--- config.mk ---
export PLATFORM = sky130hd
export DESIGN_NAME = fpga_data_source_flat
export DESIGN_NICKNAME = d
export VERILOG_FILES = /design/src/rtl/fpga_data_source_if.sv /design/src/rtl/fpga_data_source.sv /design/src/flat_wrapper.sv
export SDC_FILE = /design/constraint.sdc
export NUM_CORES = 1
export LEC_CHECK = 0
export ABC_AREA = 1
export CAP_MARGIN = 5
export CORE_ASPECT_RATIO = 0.9
export CORE_UTILIZATION = 50
export DETAILED_ROUTE_END_ITERATION = 10
export GPL_TIMING_DRIVEN = 0
export PLACE_DENSITY = 0.8
export SLEW_MARGIN = 15
export SYNTH_ARGS = -nofsm -noshare
export SYNTH_HDL_FRONTEND = slang
export SYNTH_SLANG_ARGS = --single-unit
--- constraint.sdc ---
create_clock -name clk -period 2.51 [get_ports clk]
set_input_delay 0.502 -clock clk [delete_from_list [all_inputs] [get_ports clk]]
set_output_delay 0.502 -clock clk [all_outputs]
set_load 0.05 [all_outputs]
--- src/rtl/fpga_data_source_if.sv ---
// Avalon-MM register port plus 8-bit AXI4-Stream output of fpga_data_source.
// "slave" is the data source itself; "master" is the HPS/sink side facing it.
interface fpga_data_source_if;
    logic [1:0]  avs_address;
    logic        avs_chipselect;
    logic        avs_write_n;
    logic [31:0] avs_writedata;
    logic [31:0] avs_readdata;
    logic [7:0]  axis4_m_tdata;
    logic        axis4_m_tvalid;
    logic        axis4_m_tlast;
    logic        axis4_m_tready;

    modport slave (
        input  avs_address, avs_chipselect, avs_write_n, avs_writedata, axis4_m_tready,
        output avs_readdata, axis4_m_tdata, axis4_m_tvalid, axis4_m_tlast
    );

    modport master (
        output avs_address, avs_chipselect, avs_write_n, avs_writedata, axis4_m_tready,
        input  avs_readdata, axis4_m_tdata, axis4_m_tvalid, axis4_m_tlast
    );
endinterface

--- src/rtl/fpga_data_source.sv ---
// Avalon-loaded 32x8 byte RAM that streams bursts (RAM bytes or an incrementing
// pattern) out of an 8-bit AXI4-Stream master, one beat every two cycles.
module fpga_data_source #(
    parameter int DEPTH_LOG2 = 5,
    parameter int MAX_LEN    = 32
) (
    input  logic              clk,
    input  logic              reset,
    fpga_data_source_if.slave bus
);
    typedef enum logic [1:0] {IDLE, RD_WAIT, FETCH, SEND} state_e;

    localparam logic [5:0] MaxLenW = 6'(MAX_LEN);

    state_e                  state_q, state_d;
    logic                    go_q, go_d;
    logic [1:0]              cmd_q, cmd_d;
    logic [DEPTH_LOG2-1:0]   addr_q, addr_d;
    logic [7:0]              wdata_q, wdata_d;
    logic                    busy_q, busy_d;
    logic [7:0]              rdByte_q, rdByte_d;
    logic [5:0]              beats_q, beats_d;
    logic [5:0]              len_q, len_d;
    logic                    patEn_q, patEn_d;
    logic [7:0]              seed_q, seed_d;
    logic [DEPTH_LOG2-1:0]   ptr_q, ptr_d;
    logic [5:0]              burstLen_q, burstLen_d;
    logic                    burstPat_q, burstPat_d;
    logic [7:0]              burstSeed_q, burstSeed_d;
    logic [7:0]              tdata_q, tdata_d;
    logic                    tvalid_q, tvalid_d;
    logic                    tlast_q, tlast_d;

    logic [7:0]              mem [0:(2**DEPTH_LOG2)-1];
    logic [7:0]              ramRd_q;
    logic                    memWe;
    logic                    avWrite;
    logic [5:0]              effLen;
    logic                    unusedWdata;

    assign avWrite     = bus.avs_chipselect & ~bus.avs_write_n;
    assign effLen      = (len_q == 6'd0 || len_q > MaxLenW) ? MaxLenW : len_q;
    assign unusedWdata = ^{bus.avs_writedata[31:24], bus.avs_writedata[7:6]};

    always_ff @(posedge clk) begin
        if (reset) state_q <= IDLE;
        else       state_q <= state_d;
    end

    always_comb begin
        state_d = state_q;
        unique case (state_q)
            IDLE: begin
                if (go_q && cmd_q == 2'b00) state_d = RD_WAIT;
                if (go_q && cmd_q == 2'b10) state_d = FETCH;
            end
            RD_WAIT: state_d = IDLE;
            FETCH:   state_d = SEND;
            SEND: begin
                if (bus.axis4_m_tready) state_d = tlast_q ? IDLE : FETCH;
            end
            default: state_d = IDLE;
        endcase
    end

    // Command decode, burst datapath and register writes; a CTRL write from
    // Avalon overrides the hardware go-clear, but only while not busy.
    always_comb begin
        go_d        = go_q;
        cmd_d       = cmd_q;
        addr_d      = addr_q;
        wdata_d     = wdata_q;
        busy_d      = busy_q;
        rdByte_d    = rdByte_q;
        beats_d     = beats_q;
        len_d       = len_q;
        patEn_d     = patEn_q;
        seed_d      = seed_q;
        ptr_d       = ptr_q;
        burstLen_d  = burstLen_q;
        burstPat_d  = burstPat_q;
        burstSeed_d = burstSeed_q;
        tdata_d     = tdata_q;
        tvalid_d    = tvalid_q;
        tlast_d     = tlast_q;
        memWe       = 1'b0;

        unique case (state_q)
            IDLE: begin
                if (go_q) begin
                    go_d = 1'b0;
                    unique case (cmd_q)
                        2'b00: busy_d = 1'b1;
                        2'b01: memWe = 1'b1;
                        2'b10: begin
                            ptr_d       = addr_q;
                            burstLen_d  = effLen;
                            burstPat_d  = patEn_q;
                            burstSeed_d = seed_q;
                            beats_d     = 6'd0;
                            busy_d      = 1'b1;
                        end
                        default: ;
                    endcase
                end
            end
            RD_WAIT: begin
                rdByte_d = ramRd_q;
                busy_d   = 1'b0;
            end
            FETCH: begin
                tdata_d  = burstPat_q ? burstSeed_q + {2'b00, beats_q} : mem[ptr_q];
                tvalid_d = 1'b1;
                tlast_d  = (beats_q == burstLen_q - 6'd1);
            end
            SEND: begin
                if (bus.axis4_m_tready) begin
                    beats_d  = beats_q + 6'd1;
                    tvalid_d = 1'b0;
                    tlast_d  = 1'b0;
                    if (tlast_q) busy_d = 1'b0;
                    else         ptr_d  = ptr_q + 1'b1;
                end
            end
            default: ;
        endcase

        if (avWrite && bus.avs_address == 2'd0 && !busy_q) begin
            go_d    = bus.avs_writedata[0];
            cmd_d   = bus.avs_writedata[2:1];
            addr_d  = bus.avs_writedata[8 +: DEPTH_LOG2];
            wdata_d = bus.avs_writedata[23:16];
        end
        if (avWrite && bus.avs_address == 2'd2) len_d = bus.avs_writedata[5:0];
        if (avWrite && bus.avs_address == 2'd3) begin
            patEn_d = bus.avs_writedata[0];
            seed_d  = bus.avs_writedata[15:8];
        end
    end

    always_ff @(posedge clk) begin
        if (reset) begin
            go_q        <= 1'b0;
            cmd_q       <= 2'b00;
            addr_q      <= '0;
            wdata_q     <= 8'd0;
            busy_q      <= 1'b0;
            rdByte_q    <= 8'd0;
            beats_q     <= 6'd0;
            len_q       <= 6'd0;
            patEn_q     <= 1'b0;
            seed_q      <= 8'd0;
            ptr_q       <= '0;
            burstLen_q  <= 6'd0;
            burstPat_q  <= 1'b0;
            burstSeed_q <= 8'd0;
            tdata_q     <= 8'd0;
            tvalid_q    <= 1'b0;
            tlast_q     <= 1'b0;
        end else begin
            go_q        <= go_d;
            cmd_q       <= cmd_d;
            addr_q      <= addr_d;
            wdata_q     <= wdata_d;
            busy_q      <= busy_d;
            rdByte_q    <= rdByte_d;
            beats_q     <= beats_d;
            len_q       <= len_d;
            patEn_q     <= patEn_d;
            seed_q      <= seed_d;
            ptr_q       <= ptr_d;
            burstLen_q  <= burstLen_d;
            burstPat_q  <= burstPat_d;
            burstSeed_q <= burstSeed_d;
            tdata_q     <= tdata_d;
            tvalid_q    <= tvalid_d;
            tlast_q     <= tlast_d;
        end
    end

    // RAM contents survive reset; the registered read feeds RD_WAIT.
    always_ff @(posedge clk) begin
        if (memWe) mem[addr_q] <= wdata_q;
        ramRd_q <= mem[addr_q];
    end

    always_comb begin
        bus.avs_readdata = 32'd0;
        unique case (bus.avs_address)
            2'd0: begin
                bus.avs_readdata[0]                = go_q;
                bus.avs_readdata[2:1]              = cmd_q;
                bus.avs_readdata[8 +: DEPTH_LOG2]  = addr_q;
                bus.avs_readdata[23:16]            = wdata_q;
            end
            2'd1: begin
                bus.avs_readdata[0]     = busy_q;
                bus.avs_readdata[15:8]  = rdByte_q;
                bus.avs_readdata[21:16] = beats_q;
            end
            2'd2: bus.avs_readdata[5:0] = len_q;
            default: begin
                bus.avs_readdata[0]    = patEn_q;
                bus.avs_readdata[15:8] = seed_q;
            end
        endcase
    end

    assign bus.axis4_m_tdata  = tdata_q;
    assign bus.axis4_m_tvalid = tvalid_q;
    assign bus.axis4_m_tlast  = tlast_q;
endmodule

--- src/flat_wrapper.sv ---
// flat-port wrapper written by rule: the top's interface ports become plain ports
module fpga_data_source_flat 
#(
    parameter int DEPTH_LOG2 = 5,
    parameter int MAX_LEN    = 32
)
  (clk, reset, bus_avs_address, bus_avs_chipselect, bus_avs_write_n, bus_avs_writedata, bus_axis4_m_tready, bus_avs_readdata, bus_axis4_m_tdata, bus_axis4_m_tvalid, bus_axis4_m_tlast);
  fpga_data_source_if bus_i ();
  input  logic clk;
  input  logic reset;
  input wire logic [$bits(bus_i.avs_address)-1:0] bus_avs_address;
  input wire logic [$bits(bus_i.avs_chipselect)-1:0] bus_avs_chipselect;
  input wire logic [$bits(bus_i.avs_write_n)-1:0] bus_avs_write_n;
  input wire logic [$bits(bus_i.avs_writedata)-1:0] bus_avs_writedata;
  input wire logic [$bits(bus_i.axis4_m_tready)-1:0] bus_axis4_m_tready;
  output wire logic [$bits(bus_i.avs_readdata)-1:0] bus_avs_readdata;
  output wire logic [$bits(bus_i.axis4_m_tdata)-1:0] bus_axis4_m_tdata;
  output wire logic [$bits(bus_i.axis4_m_tvalid)-1:0] bus_axis4_m_tvalid;
  output wire logic [$bits(bus_i.axis4_m_tlast)-1:0] bus_axis4_m_tlast;
  assign bus_i.avs_address = bus_avs_address;
  assign bus_i.avs_chipselect = bus_avs_chipselect;
  assign bus_i.avs_write_n = bus_avs_write_n;
  assign bus_i.avs_writedata = bus_avs_writedata;
  assign bus_i.axis4_m_tready = bus_axis4_m_tready;
  assign bus_avs_readdata = bus_i.avs_readdata;
  assign bus_axis4_m_tdata = bus_i.axis4_m_tdata;
  assign bus_axis4_m_tvalid = bus_i.axis4_m_tvalid;
  assign bus_axis4_m_tlast = bus_i.axis4_m_tlast;
  fpga_data_source #(.DEPTH_LOG2(DEPTH_LOG2), .MAX_LEN(MAX_LEN)) u_core (.clk(clk), .reset(reset), .bus(bus_i));
endmodule
==> Flow_metrics.wiki <==
{| class="wikitable"
! Metric !! Value
|-
| Cell types with the highest counts after synthesis || nand2_1 (404), edfxtp_1 (256), nand3_1 (212)
|-
| Multi-input gate area in the final layout || 0.00593 mm^2
|-
| FF+latch area || 0.00953 mm^2
|-
| Post-synthesis adder-cell area fraction || 0.820%
|-
| Worst path cell trace || nand2_1, inv_2, buf_2, nand2_2, nor2_2
|-
| Number of cell instances on the worst register-to-register path || 5
|-
| Final Cycle Share || 107%
|-
| Cell area after placement || 0.0173 mm^2
|-
| Pwr per Cell Area || 678 mW/mm^2
|-
| Setup slack on the worst flop-to-flop path || -0.19 ns
|-
| Number of antenna violations at the first check in global routing || 1
|-
| Clock transition at path regs || 0.06 ns
|-
| Worst EP required || 2.68 ns
|-
| Leakage power || 0.00713 uW
|-
| Gr ovfl total || 0
|-
| Hold Vio Cnt, Final || 0
|-
| Switch share || 23.3%
|-
| Filler cell count in the final layout || 2633
|-
| Met2 track utilization from global routing || 51.1%
|-
| GR Layer Usage met1 || 48.5%
|-
| Crit path time final || 2.70 ns
|-
| Number of distinct library cell variants in the gate-level netlist after synthesis || 42
|-
| Initial core utilization || 50.7%
|-
| Number of diodes added for antenna fixing || 0
|-
| Fraction of the mapped netlist area in compound gates || 13.4%
|-
| Overall die height || 173 um
|-
| Clock Skews || 0.0270 ns
|-
| Most used standard cell by instance count after synthesis || nand2_1
|-
| Cell depth of the worst min-delay path || 2
|-
| #FFs+latches synth || 347
|-
| Critical path arrival || 2.87 ns
|-
| Final RePlAce weighted congestion || 0.994
|-
| Cells after Synth || 1723
|-
| Warnings from Yosys || 0
|-
| Status || finished with violations
|-
| Largest area contributor in the synthesized netlist || edfxtp_1
|-
| Pins over their slew limit || 0
|-
| Violations in the final reports || negative setup slack
|-
| Family with the most delay on the worst path || simple AND/OR/NAND/NOR gates
|-
| Total of hold buffers inserted after clock tree synthesis || 0
|-
| Part of the power in combinational logic || 6.0%
|-
| Skew-Pair Late Insertion Delay || 0.56 ns
|-
| Cells taking the most area after synthesis || edfxtp_1 (48%), dfxtp_1 (11%), nand2_1 (9.4%)
|-
| Number of sinks on the clock net || 347
|-
| Share of flip-flops with an asynchronous set or reset || 0%
|-
| Share of layout cells above drive strength 1 || 12.0%
|-
| Slowest stage delay, CP || 0.63 ns
|-
| First-pass GRT wire length || 85.8 mm
|-
| Number of enable-type register cells in the synthesized netlist || 256
|-
| Area grow syn2layout || 16.7%
|-
| Number of buffer and inverter instances along the worst setup path || 2
|-
| # Max-Cap Violations || 0
|-
| Gr busiest metal || met2
|-
| Number of buffers on the longest clock path || 3
|-
| Count of input and output buffers || 60
|-
| Global routing usage summed across all routing layers || 35.5%
|-
| Source of the worst register-to-register timing path || u_core.addr_q[1]
|-
| Pint || 9820 uW
|-
| Pin count of the biggest net entering global routing || 35
|-
| Reg2Reg Capture Point || u_core.mem[3][0]
|-
| Worst-case setup margin in the final layout || -0.185 ns
|-
| DP HPWL || 40.1 mm
|-
| Sequential power share || 49.0%
|-
| Critical path launch point type || register
|-
| CTS root buf || clkbuf_16
|-
| Class of the most critical setup path || register to register
|-
| Parity-gate share of the synthesized area counting xor and xnor cells || 0.650%
|-
| Worst Tran Pin Value || 1.00 ns
|-
| Die outline width || 192 um
|-
| Clock network fraction of design power || 44.9%
|-
| Highest-delay cell along the critical path || nor2_2
|-
| Floorplan die area || 0.0331 mm^2
|-
| Final Instance Area || 0.0189 mm^2
|-
| Number of design-rule violations left by the first detailed-router iteration || 2442
|-
| Count of unresolved DRC violations after routing || 0
|-
| Floorplan row count || 62
|-
| Unrepaired setup endpoints after global routing || true
|-
| Drt wl/cell || 25.9 um
|-
| Main flop type after synthesis || edfxtp_1
|-
| Vias per cell || 6.50
|-
| Crit-path max FO || 10
|-
| M3 GR Usage || 11.1%
|-
| First-pass detailed-route iteration total || 9
|-
| CP endpoint kind || register
|-
| Area share of the largest cell type after synthesis || 47.6%
|-
| Reported net switching power || 2980 uW
|-
| Final wirelength || 58.9 mm
|-
| Post-layout utilization of the core || 59.2%
|-
| Area of the core region || 0.0319 mm^2
|-
| Fmax achieved || 371 MHz
|-
| # H-tree levels || 2
|-
| Overall via count from detail_route || 14800
|-
| Max-slew headroom || 33.2%
|-
| Setup TNS || -5.98 ns
|-
| Number of global-route vias before repair || 13900
|-
| Syn Std Cell Area || 0.0162 mm^2
|-
| Final net count || 1881
|-
| Worst ir drop on vdd || 625 uV
|-
| Power Total || 12800 uW
|-
| Endpoints failing setup || 60
|-
| Cts bufs inserted || 37
|-
| TritonCTS clock tree || done
|-
| Synthesized-area fraction occupied by and/or/nand/nor cells || 20.0%
|-
| Sequential cell area fraction in the yosys report || 58.8%
|-
| Worst setup path start || u_core.addr_q[1]
|-
| Worst hold slack || 0.456 ns
|-
| DRT antenna net count || 0
|-
| Number of primary I/O pins || 81
|-
| Syn_area_per_cell || 9.38 um^2
|-
| Multiplexer share of the synthesized area || 0%
|-
| Launch point of the worst hold path || u_core.ramRd_q[6]
|-
| Worst Hold Class || register to register
|-
| Combinational family with the most area after synthesis || simple AND/OR/NAND/NOR gates
|-
| Worst Hold Endpoint || u_core.rdByte_q[6]
|}
==> stage by stage <==
stage               setup WS (ns)  std cells
finish                     -0.185       2275
floorplan                   0.158       1732
detailed placement          -1.05       2208
CTS                        -0.143       2272
global route               -0.148       2275
global placement           -0.962       2208
==> layout by cell type, fill, tap and decap left out, drive strengths merged <==
cell type      Yosys  routed
a211oi             3       3
a21oi             96      96
a221oi             2       2
a22oi            109     109
a31oi              6       6
buf               61      72
bufinv             0       4
clkbuf            42     103
clkdlybuf4s50      0      37
clkinv             8      16
clkinvlp           0       2
conb               1      10
dfxtp             91      91
dlymetal6s2s       0       1
edfxtp           256     256
fa                 1       1
ha                 9       9
inv              134     137
nand2            405     405
nand3            212     212
nand4              5       5
nor2             110     110
nor3              14      14
nor3b              2       2
nor4              12      12
o2111ai            1       1
o211ai            12      12
o21ai             87      87
o21bai             1       1
o221ai            20      20
o22ai              6       6
o32ai              3       3
or2                2       2
xnor2              3       3
xor2               9       9
==> worst max-delay path by stage <==
stage / slack (ns) / endpoint / cells past startpoint
finish: -0.19 / u_core.mem[3][0] / 5
global placement: -0.96 / u_core.mem[26][1] / 4
detailed placement: -1.05 / u_core.mem[26][0] / 4
floorplan: 0.16 / bus_avs_readdata[0] / 4
CTS: -0.14 / bus_avs_readdata[13] / 6
global route: -0.15 / u_core.mem[7][7] / 5
==> layout make-up <==
type,count,share of cell area (%)
well taps,416,2.76
repair buffers,64,3.08
inverters,142,2.87
clock inverters,16,1.08
multi-input cells,1140,31.4
plain buffers,99,2.53
repair inverters,1,0.0398
clock buffers,50,5.65
flip-flops and latches,347,50.5
==> registers in the layout, summed over array words and instances, names as in the netlist, 8 cells and up, named ones only <==
name	cells
u_core.seed_q	8
u_core.wdata_q	8
u_core.rdByte_q	8
u_core.burstSeed_q	8
u_core.mem	256
u_core.bus.axis4_m_tdata	8
u_core.ramRd_q	8
==> cell families (layout without fill, tap and decap cells) <==
group	count (synthesis)	in the layout
XOR/XNOR	12	12
AO/OA/AOI/OAI	346	346
adder cells (fa/ha/maj)	10	10
other	1	10
buffers and inverters	245	372
flip-flops	347	347
AND/OR/NAND/NOR	762	762
==> power by group through the flow <==
stage,sequential (uW),clock (uW),combinational (uW)
after CTS,6270,5730,731
after detailed placement,6400,0,724
after floorplan,6410,0,398
after global routing,6280,5950,806
after global placement,6390,0,715
final,6270,5750,771
==> layer usage <==
metal | routed length [um] | part of all wire (%)
met3 | 9560 | 16
met1 | 21200 | 36
met4 | 3200 | 5.4
met5 | 13 | 0.022
met2 | 25000 | 42
==> worst reg2reg max path, cell delays in order (launching register included) <==
cell and delay [ns]:
dfxtp_1 0.43, nand2_1 0.34, inv_2 0.18, buf_2 0.37, nand2_2 0.36, nor2_2 0.63
==> repair_timing <==
item / in CTS / in global routing
setup endpoints to repair: 280 / 141
resized for setup: 147 / 58
pin swaps: 0 / 3
setup buffers: 0 / 4
cloned: 0 / 1
hold endpoints to repair: 0 / 0
Note: power is estimated with default switching activity, not from simulation.
